## config.mk

```make
export PLATFORM = sky130hd
export DESIGN_NAME = rst_sync_seq
export DESIGN_NICKNAME = d
export VERILOG_FILES = /design/src/rtl/rst_sync_seq.sv
export SDC_FILE = /design/constraint.sdc
export NUM_CORES = 1
export LEC_CHECK = 0
export BUFFER_PORTS_ARGS = -buffer_cell sky130_fd_sc_hd__buf_2
export CAP_MARGIN = 20
export CORE_MARGIN = 4
export CORE_UTILIZATION = 56
export CTS_CLUSTER_DIAMETER = 80
export CTS_CLUSTER_SIZE = 8
export DETAILED_ROUTE_END_ITERATION = 10
export PLACE_DENSITY_LB_ADDON = 0.2
export SLEW_MARGIN = 30
export SYNTH_ARGS = -nofsm -noshare
export SYNTH_HDL_FRONTEND = slang
export SYNTH_SLANG_ARGS = --single-unit
```

## constraint.sdc

```tcl
create_clock -name clk -period 1.9 [get_ports clk]
set_input_delay 0.19 -clock clk [delete_from_list [all_inputs] [get_ports clk]]
set_output_delay 0.19 -clock clk [all_outputs]
set_load 0.01 [all_outputs]
```

## src/rtl/rst_sync_seq.sv

```systemverilog
// Multi-channel reset synchroniser and sequencer. Resets assert asynchronously, then release one channel at a time in ascending order.
// Optional software reset request is compiled in when RST_SEQ_SWREQ_EN is defined.
module rst_sync_seq #(
  parameter int NUM_CH      = 3,
  parameter int SYNC_STAGES = 2,
  parameter int STRETCH_CYC = 4,
  parameter int GAP_CYC     = 3
) (
  input  logic              clk,
  input  logic              rstn_async,
`ifdef RST_SEQ_SWREQ_EN
  input  logic              sw_rst_req,
`endif
  output logic [NUM_CH-1:0] rstn,
  output logic              rst_done,
  output logic              busy
);

  localparam int CNT_MAX = (STRETCH_CYC > GAP_CYC) ? STRETCH_CYC : GAP_CYC;
  localparam int CNT_W   = $clog2(CNT_MAX + 1);
  localparam int IDX_W   = (NUM_CH > 1) ? $clog2(NUM_CH) : 1;

  if (NUM_CH < 1 || NUM_CH > 16) begin : g_bad_num_ch
    $error("rst_sync_seq: NUM_CH must be in 1..16");
  end
  if (SYNC_STAGES < 2 || SYNC_STAGES > 4) begin : g_bad_sync_stages
    $error("rst_sync_seq: SYNC_STAGES must be in 2..4");
  end
  if (STRETCH_CYC < 1) begin : g_bad_stretch
    $error("rst_sync_seq: STRETCH_CYC must be at least 1");
  end
  if (GAP_CYC < 1) begin : g_bad_gap
    $error("rst_sync_seq: GAP_CYC must be at least 1");
  end

  logic [SYNC_STAGES-1:0] sync_reg;
  logic                   sync_ok;
  logic                   sync_arm;

  for (genvar gi = 0; gi < SYNC_STAGES; gi++) begin : g_sync
    if (gi == 0) begin : g_first
      always_ff @(posedge clk or negedge rstn_async) begin
        if (!rstn_async) sync_reg[gi] <= 1'b0;
        else             sync_reg[gi] <= 1'b1;
      end
    end else begin : g_next
      always_ff @(posedge clk or negedge rstn_async) begin
        if (!rstn_async) sync_reg[gi] <= 1'b0;
        else             sync_reg[gi] <= sync_reg[gi-1];
      end
    end
  end

  assign sync_ok  = sync_reg[SYNC_STAGES-1];
  // The stage before sync_ok lets the FSM enter STRETCH on the very edge sync_ok rises,
  // so the stretch is counted from that edge.
  assign sync_arm = sync_reg[SYNC_STAGES-2];

  typedef enum logic [1:0] {
    ST_RESET,
    ST_STRETCH,
    ST_RELEASE,
    ST_DONE
  } state_t;

  state_t            state_reg, state_next;
  logic [CNT_W-1:0]  cnt_reg, cnt_next;
  logic [IDX_W-1:0]  idx_reg, idx_next;
  logic [NUM_CH-1:0] rstn_reg, rstn_next;
  logic              done_reg, done_next;
  logic              busy_reg, busy_next;
`ifdef RST_SEQ_SWREQ_EN
  logic              hold_reg, hold_next;
`endif

  always_comb begin
    state_next = state_reg;
    cnt_next   = cnt_reg;
    idx_next   = idx_reg;
    rstn_next  = rstn_reg;
    done_next  = done_reg;
`ifdef RST_SEQ_SWREQ_EN
    hold_next  = hold_reg;
`endif

    case (state_reg)
      ST_RESET: begin
        rstn_next = '0;
        done_next = 1'b0;
        if (sync_arm || sync_ok) begin
          state_next = ST_STRETCH;
          cnt_next   = '0;
          idx_next   = '0;
        end
      end
      ST_STRETCH: begin
        if (cnt_reg == CNT_W'(STRETCH_CYC - 1)) begin
          rstn_next[0] = 1'b1;
          cnt_next     = '0;
          if (NUM_CH == 1) begin
            state_next = ST_DONE;
            done_next  = 1'b1;
          end else begin
            state_next = ST_RELEASE;
            idx_next   = IDX_W'(1);
          end
        end else begin
          cnt_next = cnt_reg + CNT_W'(1);
        end
      end
      ST_RELEASE: begin
        if (cnt_reg == CNT_W'(GAP_CYC - 1)) begin
          rstn_next[idx_reg] = 1'b1;
          cnt_next           = '0;
          if (idx_reg == IDX_W'(NUM_CH - 1)) begin
            state_next = ST_DONE;
            done_next  = 1'b1;
          end else begin
            idx_next = idx_reg + IDX_W'(1);
          end
        end else begin
          cnt_next = cnt_reg + CNT_W'(1);
        end
      end
      ST_DONE: begin
        rstn_next = '1;
        done_next = 1'b1;
      end
      default: begin
        state_next = ST_RESET;
        rstn_next  = '0;
        done_next  = 1'b0;
      end
    endcase

`ifdef RST_SEQ_SWREQ_EN
    // The first edge with the request low behaves like a fresh STRETCH entry.
    if (state_reg != ST_RESET) begin
      if (sw_rst_req) begin
        state_next = ST_STRETCH;
        cnt_next   = '0;
        idx_next   = '0;
        rstn_next  = '0;
        done_next  = 1'b0;
        hold_next  = 1'b1;
      end else if (hold_reg) begin
        state_next = ST_STRETCH;
        cnt_next   = '0;
        idx_next   = '0;
        rstn_next  = '0;
        done_next  = 1'b0;
        hold_next  = 1'b0;
      end
    end
`endif

    busy_next = (state_next == ST_STRETCH) || (state_next == ST_RELEASE);
  end

  always_ff @(posedge clk or negedge rstn_async) begin
    if (!rstn_async) begin
      state_reg <= ST_RESET;
      cnt_reg   <= '0;
      idx_reg   <= '0;
      rstn_reg  <= '0;
      done_reg  <= 1'b0;
      busy_reg  <= 1'b0;
`ifdef RST_SEQ_SWREQ_EN
      hold_reg  <= 1'b0;
`endif
    end else begin
      state_reg <= state_next;
      cnt_reg   <= cnt_next;
      idx_reg   <= idx_next;
      rstn_reg  <= rstn_next;
      done_reg  <= done_next;
      busy_reg  <= busy_next;
`ifdef RST_SEQ_SWREQ_EN
      hold_reg  <= hold_next;
`endif
    end
  end

  assign rstn     = rstn_reg;
  assign rst_done = done_reg;
  assign busy     = busy_reg;

endmodule

```

==> results by group <==
Yosys
  • Synth Net Count: 97
  • Most frequent cells after synthesis: dfrtp_1, ha_1, inv_1
  • Number of warnings reported in the yosys synthesis log: 0
  • Post-synthesis cell area: roughly 860 µm²
  • FFs w/ async S/R, synth: 100%
  • Most used flip-flop cell after synthesis: dfrtp_1
  • Sequential element share of the synthesized area: 40.9%
  • Portion of synthesized cell area occupied by the leading cell type: 40.9%
  • Post-synthesis cell type with the largest combined area: dfrtp_1
  • EDFF count, synth: 0
  • Largest cells by area after synthesis: dfrtp_1, ha_1, o22a_1, inv_1, o22ai_1
  • Number of different library cells in the post-synthesis netlist: 30
  • Most frequently used cell type in the post-synthesis netlist: dfrtp_1
  • Syn_area_per_cell: 10.5 µm²
  • Post-synthesis register bit count: 14
  • Synth Instances: slightly above 80

Placed design
  • Cell Area, Placed: 901 µm²
  • Weighted congestion at the end of routability-driven global placement: approximately 0.8
  • Total of buffers placed on input and output ports: 6
  • Setup slack after placement: 208 ps
  • DP HPWL: ~1100 µm
  • Number of instances in the placed design: 102

Drt
  • Detailed route wirelength on metal3: 62 µm
  • Met1 wire length: 762 µm
  • Total Wirelength: 1530 µm
  • Number of nets with antenna violations after detailed routing: 0
  • Via density per instance: 5.70
  • Pre-Repair DR Iteration Count: 5
  • Number of design-rule violations left by the first detailed-router iteration: 15
  • Number of remaining DRC errors: 0
  • Top routing layer in use: met4
  • Routed length per placed instance: 14.3 µm
  • Routed wl met2: just under 700 µm
  • Total vias in the final route: ~600

Global routing
  • Via count of the first global-routing pass: 573
  • Residual overflow from global routing: 0
  • Wire length of the first global-routing pass: 2520 µm
  • Antenna violations before repair: 0
  • Maximum number of pins on one net before global-route repair: 15
  • Overall track demand over capacity in global routing: 16.6%

Flow run
  • Max cap viols: 0

CTS
  • CTS Buf Count: 3
  • Root buffer selected by CTS: clkbuf_4
  • Sinks on the clock net: 14
  • CTS H-tree depth: 1
  • Clock transition at the register clock pins on the worst setup and hold paths after CTS: 90 ps
  • Number of post-CTS setup repair buffers: 0
  • Clock buffer depth: 2
  • Worst skew pair latency: 280 ps
  • Clock tree from TritonCTS: built

Setup path
  • Worst Path Arrival: 1890 ps
  • Buf/Inv on CP: 1
  • CP cell instances: inv_1 > ha_1 > nor2b_1 > or4_1 > o31a_2 > xor2_1
  • Critical path depth: 6
  • Crit path max-delay family: simple AND/OR/NAND/NOR gates
  • RR Startpoint: state_reg[1]$_DFF_PN0_
  • Critical-path cell with the highest stage delay: dfrtp_1
  • Slowest stage delay, CP: ~450 ps
  • Worst-case register-to-register setup slack: 170 ps
  • Crit start category: flop
  • Capturing element type of the critical path: flop
  • Worst Reg-to-Reg Cells: 6
  • Worst setup startpoint: state_reg[1]$_DFF_PN0_
  • Worst-path maximum fanout: 5
  • Worst setup path class: reg -> reg
  • WP data required: roughly 2100 ps

Power
  • Static leakage: 0.472 nW
  • Design internal power: 0.828 mW
  • Combinational Power Share: 50.9%
  • Relative contribution of the clock network to total power: between 10% and 20%
  • Power spent charging and discharging nets: 0.552 mW
  • Sw Share: 40.0%
  • Reg power frac: 33.6%
  • Maximum vdd ir drop: about 0.0011 V
  • Total power consumption of the routed design: about 1.4 mW
  • PwrDens: 1460 nW/µm²

Floorplan
  • Die Footprint: 2220 µm²
  • Die Height: 47.1 µm
  • # IOs: 7
  • Effective utilization at floorplan: between 60 and 70%
  • Site row count: 13
  • Core ar.: around 1400 µm²
  • Die Wd: approximately 47 µm

STA
  • Post-route clock skew: 2.70 ps
  • Final setup margin: 171 ps
  • Final total negative setup slack: 0 ps
  • Share of the clock period used by the worst path after layout: 91.0%
  • Setup repair after global routing missed its margin: false
  • Hold slack: 323 ps
  • Min cycle time layout: 1730 ps
  • FMAX: 578 MHz
  • Final Hold Fails: 0
  • Pins Over Slew Limit: 0
  • Setup-failing EPs final: 0

Layout
  • Diode count: 0
  • Area growth from synthesis to layout: 10.5%
  • Share of layout cells above drive strength 1: between 15 and 20%
  • Final standard cell count with taps included and fillers excluded: 107
  • Final core occ: 69.3%
  • Number of nets at the end of the flow: 108
  • Finished layout cell area: roughly 950 µm²

Outcome
  • Result of the run: finished, final reports clean

Hold path
  • Type of the worst min-delay path: in -> async
area by class of cell:
cell class              count  area, µm²
well taps                  15       18.8
multi-input cells          56        453
inverters                   9       33.8
clock buffers               4       36.3
fillers                   122        419
flip-flops and latches     14        350
repair buffers              9       55.1
what timing repair did:
item / in CTS / in global routing
resized for setup: 0 / 0
hold buffers: 1 / 0
setup endpoints to repair: 0 / 0
hold endpoints to repair: 14 / 0
kinds of logic after synthesis:
family / after synthesis / share of synthesized area [%]
compound gates: 22 / 18.1
xor+xnor: 1 / 1.02
fa+ha+maj: 13 / 19.0
buf+inv: 12 / 6.28
flops: 14 / 40.9
mux: 2 / 2.48
other cells: 1 / 0.438
simple gates: 17 / 11.8
cells in the final DEF (no fill, tap or decap), types with 2 or more instances in the layout:
master     n
buf_2      6
nor2_1     4
nand3b_1   2
o21a_1     2
inv_1      9
o22ai_1    4
ha_1      13
buf_4      2
o21ai_0    3
nor3b_1    2
dfrtp_1   14
nor2b_1    3
o22a_1     4
clkbuf_4   3
a21oi_1    4
power groups by stage:
stage / Sequential [mW] / Clock, mW / Combinational (mW)
floorplan: 0.480 / 0 / 0.508
global placement: 0.463 / 0 / 0.686
detailed placement: 0.469 / 0 / 0.697
CTS: 0.462 / 0.222 / 0.703
global route: 0.481 / 0.235 / 0.785
finish: 0.464 / 0.214 / 0.703
routing by layer:
layer	global-route usage, %	vias up
met5	0	-
li1	-	304
met1	22.0	290
met4	9.39	0
met3	2.30	2
met2	26.0	14
final timing paths:
path                                          endpoint
worst max-delay path                    busy$_DFF_PN0_
worst min-delay path            cnt_reg[2]$_DFFE_PN0P_
worst max register to register          busy$_DFF_PN0_
worst min register to register       sync_ok$_DFF_PN0_
max in group asynchronous         rst_done$_DFFE_PN0P_
min in group clk                     sync_ok$_DFF_PN0_
(Power assumes the default switching activity.)
